[src/rtl/pipeline_ctrl.sv]
// Hazard and stall controller for a five-stage pipeline: start-up flush sequence,
// memory-wait freeze, branch/jump flushes, load-use stalls and two saturating counters.
module pipeline_ctrl (
  input  logic        clk,
  input  logic        reset,
  input  logic [4:0]  id_rs,
  input  logic [4:0]  id_rt,
  input  logic        id_uses_rs,
  input  logic        id_uses_rt,
  input  logic        ex_mem_read,
  input  logic [4:0]  ex_rt,
  input  logic        ex_branch_taken,
  input  logic        id_jump,
  input  logic        mem_busy,
  input  logic        clear_counters,
  output logic        pc_enable,
  output logic        ifid_enable,
  output logic        ifid_flush,
  output logic        idex_flush,
  output logic        pipe_freeze,
  output logic [1:0]  state_out,
  output logic [15:0] stall_cycles,
  output logic [15:0] flush_count
);

  typedef enum logic [1:0] {
    ST_INIT = 2'd0,
    ST_RUN  = 2'd1,
    ST_WAIT = 2'd2
  } state_t;

  state_t     state;
  logic [1:0] init_cnt;
  logic       load_use;
  logic       stall_now;
  logic       flush_now;

  // Register 0 is hardwired to zero, so a load targeting it never creates a hazard.
  assign load_use = ex_mem_read && (ex_rt != 5'd0) &&
                    ((id_uses_rs && (id_rs == ex_rt)) || (id_uses_rt && (id_rt == ex_rt)));

  assign state_out = state;

  // Priority outside INIT: memory wait, branch flush, load-use stall, jump flush, run.
  // WAIT with mem_busy low already behaves like RUN for this cycle.
  always_comb begin
    pc_enable   = 1'b0;
    ifid_enable = 1'b1;
    ifid_flush  = 1'b1;
    idex_flush  = 1'b1;
    pipe_freeze = 1'b0;
    stall_now   = 1'b0;
    flush_now   = 1'b0;
    if (state != ST_INIT) begin
      if (mem_busy) begin
        ifid_enable = 1'b0;
        ifid_flush  = 1'b0;
        idex_flush  = 1'b0;
        pipe_freeze = 1'b1;
        stall_now   = 1'b1;
      end else if (ex_branch_taken) begin
        pc_enable = 1'b1;
        flush_now = 1'b1;
      end else if (load_use) begin
        ifid_enable = 1'b0;
        ifid_flush  = 1'b0;
        stall_now   = 1'b1;
      end else if (id_jump) begin
        pc_enable  = 1'b1;
        idex_flush = 1'b0;
        flush_now  = 1'b1;
      end else begin
        pc_enable  = 1'b1;
        ifid_flush = 1'b0;
        idex_flush = 1'b0;
      end
    end
  end

  always_ff @(posedge clk or posedge reset) begin
    if (reset) begin
      state    <= ST_INIT;
      init_cnt <= 2'd0;
    end else begin
      case (state)
        ST_INIT: begin
          if (init_cnt == 2'd1) begin
            state    <= ST_RUN;
            init_cnt <= 2'd0;
          end else begin
            init_cnt <= init_cnt + 2'd1;
          end
        end
        ST_RUN, ST_WAIT: state <= mem_busy ? ST_WAIT : ST_RUN;
        default:         state <= ST_INIT;
      endcase
    end
  end

  // stall_now/flush_now are never set in INIT, so start-up cycles are not counted.
  always_ff @(posedge clk or posedge reset) begin
    if (reset) begin
      stall_cycles <= 16'd0;
      flush_count  <= 16'd0;
    end else if (clear_counters) begin
      stall_cycles <= 16'd0;
      flush_count  <= 16'd0;
    end else begin
      if (stall_now && (stall_cycles != 16'hFFFF)) stall_cycles <= stall_cycles + 16'd1;
      if (flush_now && (flush_count != 16'hFFFF))  flush_count  <= flush_count + 16'd1;
    end
  end

endmodule
[config.mk]
export PLATFORM = sky130hd
export DESIGN_NAME = pipeline_ctrl
export DESIGN_NICKNAME = d
export VERILOG_FILES = /design/src/rtl/pipeline_ctrl.sv
export SDC_FILE = /design/constraint.sdc
export NUM_CORES = 1
export LEC_CHECK = 0
export CORE_MARGIN = 3
export CORE_UTILIZATION = 24
export CTS_CLUSTER_SIZE = 40
export DETAILED_ROUTE_END_ITERATION = 10
export GPL_ROUTABILITY_DRIVEN = 0
export SLEW_MARGIN = 20
export SYNTH_ARGS = -nofsm -noshare
export SYNTH_HDL_FRONTEND = slang
export SYNTH_SLANG_ARGS = --single-unit
[constraint.sdc]
create_clock -name clk -period 6.8 [get_ports clk]
set_input_delay 1.7 -clock clk [delete_from_list [all_inputs] [get_ports clk]]
set_output_delay 1.7 -clock clk [all_outputs]
set_load 0.01 [all_outputs]
==> flow_summary.json, run 1 <==
{
  "status": "completed",
  "grt_overflow": 0,
  "p_sw_share_pct": 32.0,
  "worst_pin_slew_ns": 0.483,
  "synthAdderAreaFrac_pct": 2.31,
  "viasPerCell": 4.97,
  "slew_viol_final": 0,
  "dieArea_sq_mm": 0.0102,
  "synth_top_family_by_area": "simple AND/OR/NAND/NOR gates",
  "crit_top_cell": "clkdlybuf4s50_1",
  "cts.sinks": 36,
  "synthXorXnorAreaFrac_pct": 5.25,
  "pin_count": 63,
  "muxShareOfSynthArea_pct": 2.48,
  "cts_hold_buf": 0,
  "finalSetupTns_ns": 0,
  "cp_top_family": "buffers and inverters",
  "nFillCells": 932,
  "power.switching_mw": 0.191,
  "crit_fanout": 4,
  "cts_made_buffers": 5,
  "clockBufferDepth": 2,
  "antenna_found_initial": 0,
  "synthFlopType": "dfrtp_1",
  "critPathCaptureType": "primary output",
  "p_clk_share_pct": 27.9,
  "powerDensity_mw_per_mm2": 201,
  "post-route-drc-count": 0,
  "instances_no_fill": 409,
  "drt-wirelength-per-cell_microns": 13.3,
  "crit_chain": "clkdlybuf4s50_1 -> xor2_1 -> nor4_1 -> a32oi_1 -> or2_2 -> a21oi_1 -> clkdlybuf4s50_1",
  "finalNetCount": 329,
  "synth_edf_count": 0,
  "async_reset_ff_share_pct": 100,
  "worstPathRequired_ns": 5.10,
  "dpl.hpwl_microns": 3980,
  "hp-class": "reg -> reg",
  "grt_use_total_pct": 11.2,
  "die_h_microns": 101,
  "vias": 2032,
  "peakVddDrop_mv": 0.0858,
  "clk_pin_slew_ns": 0.07,
  "area_delta_synth_final_pct": 37.0,
  "ys_types": 40,
  "multi_input_area_sq_mm": 0.00114,
  "clock_latency_ns": 0.28,
  "cp_slowest_cell": "clkdlybuf4s50_1",
  "postSynthAreaPerCell_sq_um": 8.95,
  "yosysWarnings": 0,
  "ant_nets": 0,
  "grt_pass1_vias": 1988,
  "wl_microns": 5430,
  "start_util_pct": 24.7,
  "path_buf_inv": 2,
  "min_period_over_period_pct": 82.1,
  "fmax_mhz": 179,
  "grt_max_degree": 37,
  "p_seq_share_pct": 40.9,
  "rows": 34,
  "synth_nets": 270,
  "rsz0062_at_grt": "false",
  "place_inst": 402,
  "setup_viol": 0,
  "tritoncts": "built",
  "combPwrFrac_pct": 31.2,
  "die_x_microns": 101,
  "hold_viol": 0,
  "drt-initial-drc-count": 83,
  "path_class": "in -> out",
  "cap_violations": 0,
  "io_buffers": 62,
  "syn_inst": 242,
  "yosys.area_share.simple_pct": 23.9,
  "crit_path_start_kind": "input port",
  "ys_ff_latch": 36,
  "cpPeakStageDelay_ns": 0.56,
  "relSlewSlack_pct": 67.8,
  "postCtsSetupRepairBufs": 0,
  "dr.pass1.iters": 4,
  "ctsResizeCount": 0,
  "leakage_nw": 1.11,
  "netlist_area_sq_mm": 0.00217,
  "diodes": 0,
  "finalCriticalPeriod_ns": 5.58,
  "arrival_ns": 3.88,
  "synth-compound-area-share_pct": 18.5,
  "seq_area_sq_um": 901,
  "p_int_mw": 0.405,
  "fin_skew_ns": 0.00256,
  "core_area_sq_mm": 0.00876,
  "layout-drive-gt1-share_pct": 6.64,
  "root_buffer": "clkbuf_8",
  "yosysSeqAreaShare_pct": 41.6,
  "h-tree-depth": 2,
  "grt_pass1_wl_microns": 9240
}
==> cells in the mapped netlist (2+ instances only) <==
cell | instances | area, sq um
nor2_1 | 15 | 56.3
or4_1 | 14 | 105
xor2_1 | 11 | 96.3
clkbuf_1 | 8 | 30.0
ha_1 | 4 | 50.1
and3_1 | 4 | 25.0
nand3_1 | 13 | 65.1
nand4_1 | 5 | 31.3
nor3_1 | 2 | 10.0
nor4_1 | 2 | 12.5
a21oi_1 | 29 | 145
or3_1 | 12 | 75.1
dfrtp_1 | 36 | 901
and4_1 | 2 | 17.5
mux2_2 | 3 | 33.8
and2_1 | 2 | 12.5
xnor2_1 | 2 | 17.5
inv_1 | 15 | 56.3
nand2_1 | 9 | 33.8
buf_6 | 2 | 22.5
buf_4 | 2 | 15.0
o31ai_1 | 14 | 105
mux2i_1 | 2 | 20.0
nor2b_1 | 4 | 25.0
o21ai_0 | 15 | 75.1
==> sequential cells by signal, summed over array words and instances, names as in the netlist <==
signal and count:
state_out 2, init_cnt 2, stall_cycles 16, flush_count 16
==> logic make-up after synthesis <==
logic type,Yosys count
compound gates,66
fa+ha+maj,4
xor+xnor,13
flops,36
mux,5
simple gates,90
buf+inv,28
==> per-stage QoR <==
| stage | worst slack [ns] | instance area (sq um) | hold WS, ns | power (mW) | util, % |
|---|---|---|---|---|---|
| after CTS | 1.19 | 2970 | 0.491 | 0.608 | 33.9 |
| after detailed placement | 1.21 | 2870 | 0.477 | 0.436 | 32.8 |
| after global routing | 0.942 | 2970 | 0.515 | 0.639 | 33.9 |
| after global placement | 1.23 | 2870 | 0.472 | 0.434 | 32.8 |
| after floorplan | 2.26 | 2170 | 0.458 | 0.361 | - |
| final | 1.22 | 2970 | 0.487 | 0.597 | 33.9 |
==> worst paths after layout <==
| check | start | end | slack (ns) | depth (start not counted) |
|---|---|---|---|---|
| setup reg to reg | flush_count[0] | flush_count[11] | 4.14 | 8 |
| setup / recovery | ex_rt[3] | idex_flush | 1.22 | 7 |
| min in group asynchronous | reset | state_out[0] | 1.83 | 3 |
| max in group asynchronous | reset | flush_count[2] | 4.64 | 3 |
| hold reg to reg | init_cnt[0] | init_cnt[0] | 0.49 | 1 |
| hold / removal | init_cnt[0] | init_cnt[0] | 0.49 | 1 |
==> cell usage in the layout, fill, tap and decap left out, types with 2 or more instances in the layout <==
master,Yosys,routed
o21ai_0,15,15
mux2_2,3,3
ha_1,4,4
or3_1,12,12
nor2_1,15,15
xor2_1,11,11
o31ai_1,14,14
a21oi_1,29,29
nor4_1,2,2
clkbuf_8,0,7
and4_1,2,2
nand3_1,13,13
clkdlybuf4s50_1,0,62
and3_1,4,4
nand4_1,5,5
nor2b_1,4,4
or4_1,14,14
dfrtp_1,36,36
and2_1,2,2
buf_4,2,3
xnor2_1,2,2
nand2_1,9,9
inv_1,15,15
mux2i_1,2,2
nor3_1,2,2
==> power groups by stage <==
| stage | clock [mW] | sequential (mW) | combinational, mW |
|---|---|---|---|
| after global placement | 0 | 0.248 | 0.186 |
| final | 0.166 | 0.244 | 0.186 |
| after floorplan | 0 | 0.251 | 0.110 |
| after global routing | 0.184 | 0.247 | 0.208 |
| after detailed placement | 0 | 0.248 | 0.188 |
| after CTS | 0.174 | 0.244 | 0.190 |
==> routing by layer <==
layer / part of all wire, % / GRT usage (%) / vias up
met1: 44 / 13.4 / 960
met4: 1.1 / 3.58 / 0
met2: 48 / 18.4 / 56
met3: 7.6 / 4.22 / 8
met5: 0 / 0 / -
li1: - / - / 1008
==> final cells by class <==
type                       count  area share, %
multi-input combinational    178           38.3
sequential                    36           30.3
timing repair buffer          65           21.7
tap                          108           4.55
clock buffer                   7           3.24
inverter                      15           1.90
(Power assumes the default switching activity.)
==> run 2: changes to the inputs <==
==> constraint.sdc (replaced) <==
create_clock -name clk -period 5.4 [get_ports clk]
set_input_delay 1.35 -clock clk [delete_from_list [all_inputs] [get_ports clk]]
set_output_delay 1.35 -clock clk [all_outputs]
set_load 0.01 [all_outputs]
==> run 2 against run 1 <==
  * Wire length up 5.2%
  * Clock skew down 0.00080 ns
  * Combinational power up 27%
  * Sequential cell count unchanged
  * Sequential share of layout area up 0.19 points
  * Via count about the same
  * Critical endpoint unchanged
  * Largest power group unchanged
==> flow_summary.json, run 2 (synthesized netlist as in run 1, its figures left out) <==
{
  "grt_pass1_vias": 2032,
  "rsz0062_at_grt": "false",
  "finalNetCount": 329,
  "cp_slowest_cell": "clkdlybuf4s50_1",
  "arrival_ns": 3.52,
  "cts_made_buffers": 5,
  "diodes": 0,
  "hp-class": "reg -> reg",
  "root_buffer": "clkbuf_8",
  "dr.pass1.iters": 4,
  "clockBufferDepth": 2,
  "postCtsSetupRepairBufs": 0,
  "grt_overflow": 0,
  "path_buf_inv": 2,
  "crit_top_cell": "clkdlybuf4s50_1",
  "ctsResizeCount": 0,
  "grt_pass1_wl_microns": 9410,
  "cap_violations": 0,
  "crit_fanout": 4,
  "clock_latency_ns": 0.28,
  "nFillCells": 942,
  "vias": 2031,
  "dpl.hpwl_microns": 4170,
  "hold_viol": 0,
  "die_x_microns": 101,
  "crit_chain": "clkdlybuf4s50_1 -> xor2_1 -> nor4_1 -> a32oi_1 -> or2_2 -> a21oi_1 -> clkdlybuf4s50_1",
  "cpPeakStageDelay_ns": 0.56,
  "worstPathRequired_ns": 4.05,
  "finalCriticalPeriod_ns": 4.87,
  "area_delta_synth_final_pct": 36.1,
  "cp_top_family": "buffers and inverters",
  "status": "completed",
  "core_area_sq_mm": 0.00876,
  "cts_hold_buf": 0,
  "worst_pin_slew_ns": 0.959,
  "multi_input_area_sq_mm": 0.00114,
  "pin_count": 63,
  "viasPerCell": 4.97,
  "powerDensity_mw_per_mm2": 247,
  "clk_pin_slew_ns": 0.07,
  "leakage_nw": 1.10,
  "tritoncts": "built",
  "grt_use_total_pct": 11.4,
  "ant_nets": 0,
  "path_class": "in -> out",
  "min_period_over_period_pct": 90.2,
  "mostFrequentLayoutCells": "62 x clkdlybuf4s50_1, 36 x dfrtp_1, 29 x a21oi_1",
  "final_common_cell": "clkdlybuf4s50_1",
  "layout-drive-gt1-share_pct": 6.31,
  "drt-wirelength-per-cell_microns": 14.0,
  "seq_area_sq_um": 901,
  "grt_max_degree": 37,
  "io_buffers": 62,
  "wl_microns": 5720,
  "holdWs_ns": 0.505,
  "fmax_mhz": 205,
  "die_h_microns": 101,
  "dieArea_sq_mm": 0.0102,
  "h-tree-depth": 2,
  "finalSetupTns_ns": 0,
  "peakVddDrop_mv": 0.0937,
  "drt-initial-drc-count": 57,
  "slew_viol_final": 0,
  "critPathCaptureType": "primary output",
  "rows": 34,
  "fin_skew_ns": 0.00176,
  "crit_path_start_kind": "input port",
  "layout_top_registers": "flush_count (16), stall_cycles (16)",
  "finalPower_mw": 0.730,
  "relSlewSlack_pct": 35.9,
  "cts.sinks": 36,
  "post-route-drc-count": 0,
  "start_util_pct": 24.7,
  "setup_viol": 0,
  "antenna_found_initial": 0,
  "r2r_slack_ns": 2.74
}
## run 2: worst reg2reg max path, cell delays in order (launching register included)
cell	delay, ns
dfrtp_1	0.43
ha_1	0.25
nand4_1	0.33
nor2_1	0.14
a2111oi_2	0.42
o31ai_2	0.11
buf_4	0.24
or4_1	0.53
a21oi_1	0.15
## run 2: worst paths after layout
kind,start,endpoint,depth (start not counted)
worst max-delay path,ex_rt[3],idex_flush,7
worst min-delay path,init_cnt[0],init_cnt[0],1
worst max register to register,flush_count[0],flush_count[11],8
worst min register to register,init_cnt[0],init_cnt[0],1
max in group asynchronous,reset,stall_cycles[12],3
min in group asynchronous,reset,state_out[0],3
## run 2: final cells by class
| type | count | share of cell area (%) |
|---|---|---|
| Multi-Input combinational cell | 178 | 38.5 |
| Sequential cell | 36 | 30.5 |
| Timing Repair Buffer | 65 | 21.8 |
| Tap cell | 108 | 4.58 |
| Clock buffer | 6 | 2.46 |
| Inverter | 15 | 1.91 |
| Clock inverter | 1 | 0.170 |
## run 2: report_power, final
part           total, mW  internal [mW]  switching [mW]
logic              0.237          0.109           0.128
registers          0.309          0.288          0.0209
clock network      0.184         0.0879          0.0965
total              0.730          0.485           0.245
## run 2: routing by layer
| metal | wire length [microns] | GRT usage, % | share of wire (%) | vias up |
|---|---|---|---|---|
| met5 | 0 | 0 | 0 | - |
| met4 | 56 | 3.37 | 0.98 | 0 |
| met3 | 383 | 3.53 | 6.7 | 6 |
| met2 | 2740 | 19.8 | 48 | 51 |
| met1 | 2540 | 13.5 | 44 | 975 |
| li1 | - | - | - | 999 |
## run 2: through the flow
step | utilization, % | instance area (sq um) | instances | setup slack [ns]
4_1_cts | 33.7 | 2950 | 409 | 0.504
3_5_place_dp | 32.8 | 2870 | 402 | 0.518
5_1_grt | 33.7 | 2950 | 409 | 0.328
2_1_floorplan | - | 2170 | 242 | 1.56
6_report | 33.7 | 2950 | 409 | 0.531
3_3_place_gp | 32.8 | 2870 | 402 | 0.524
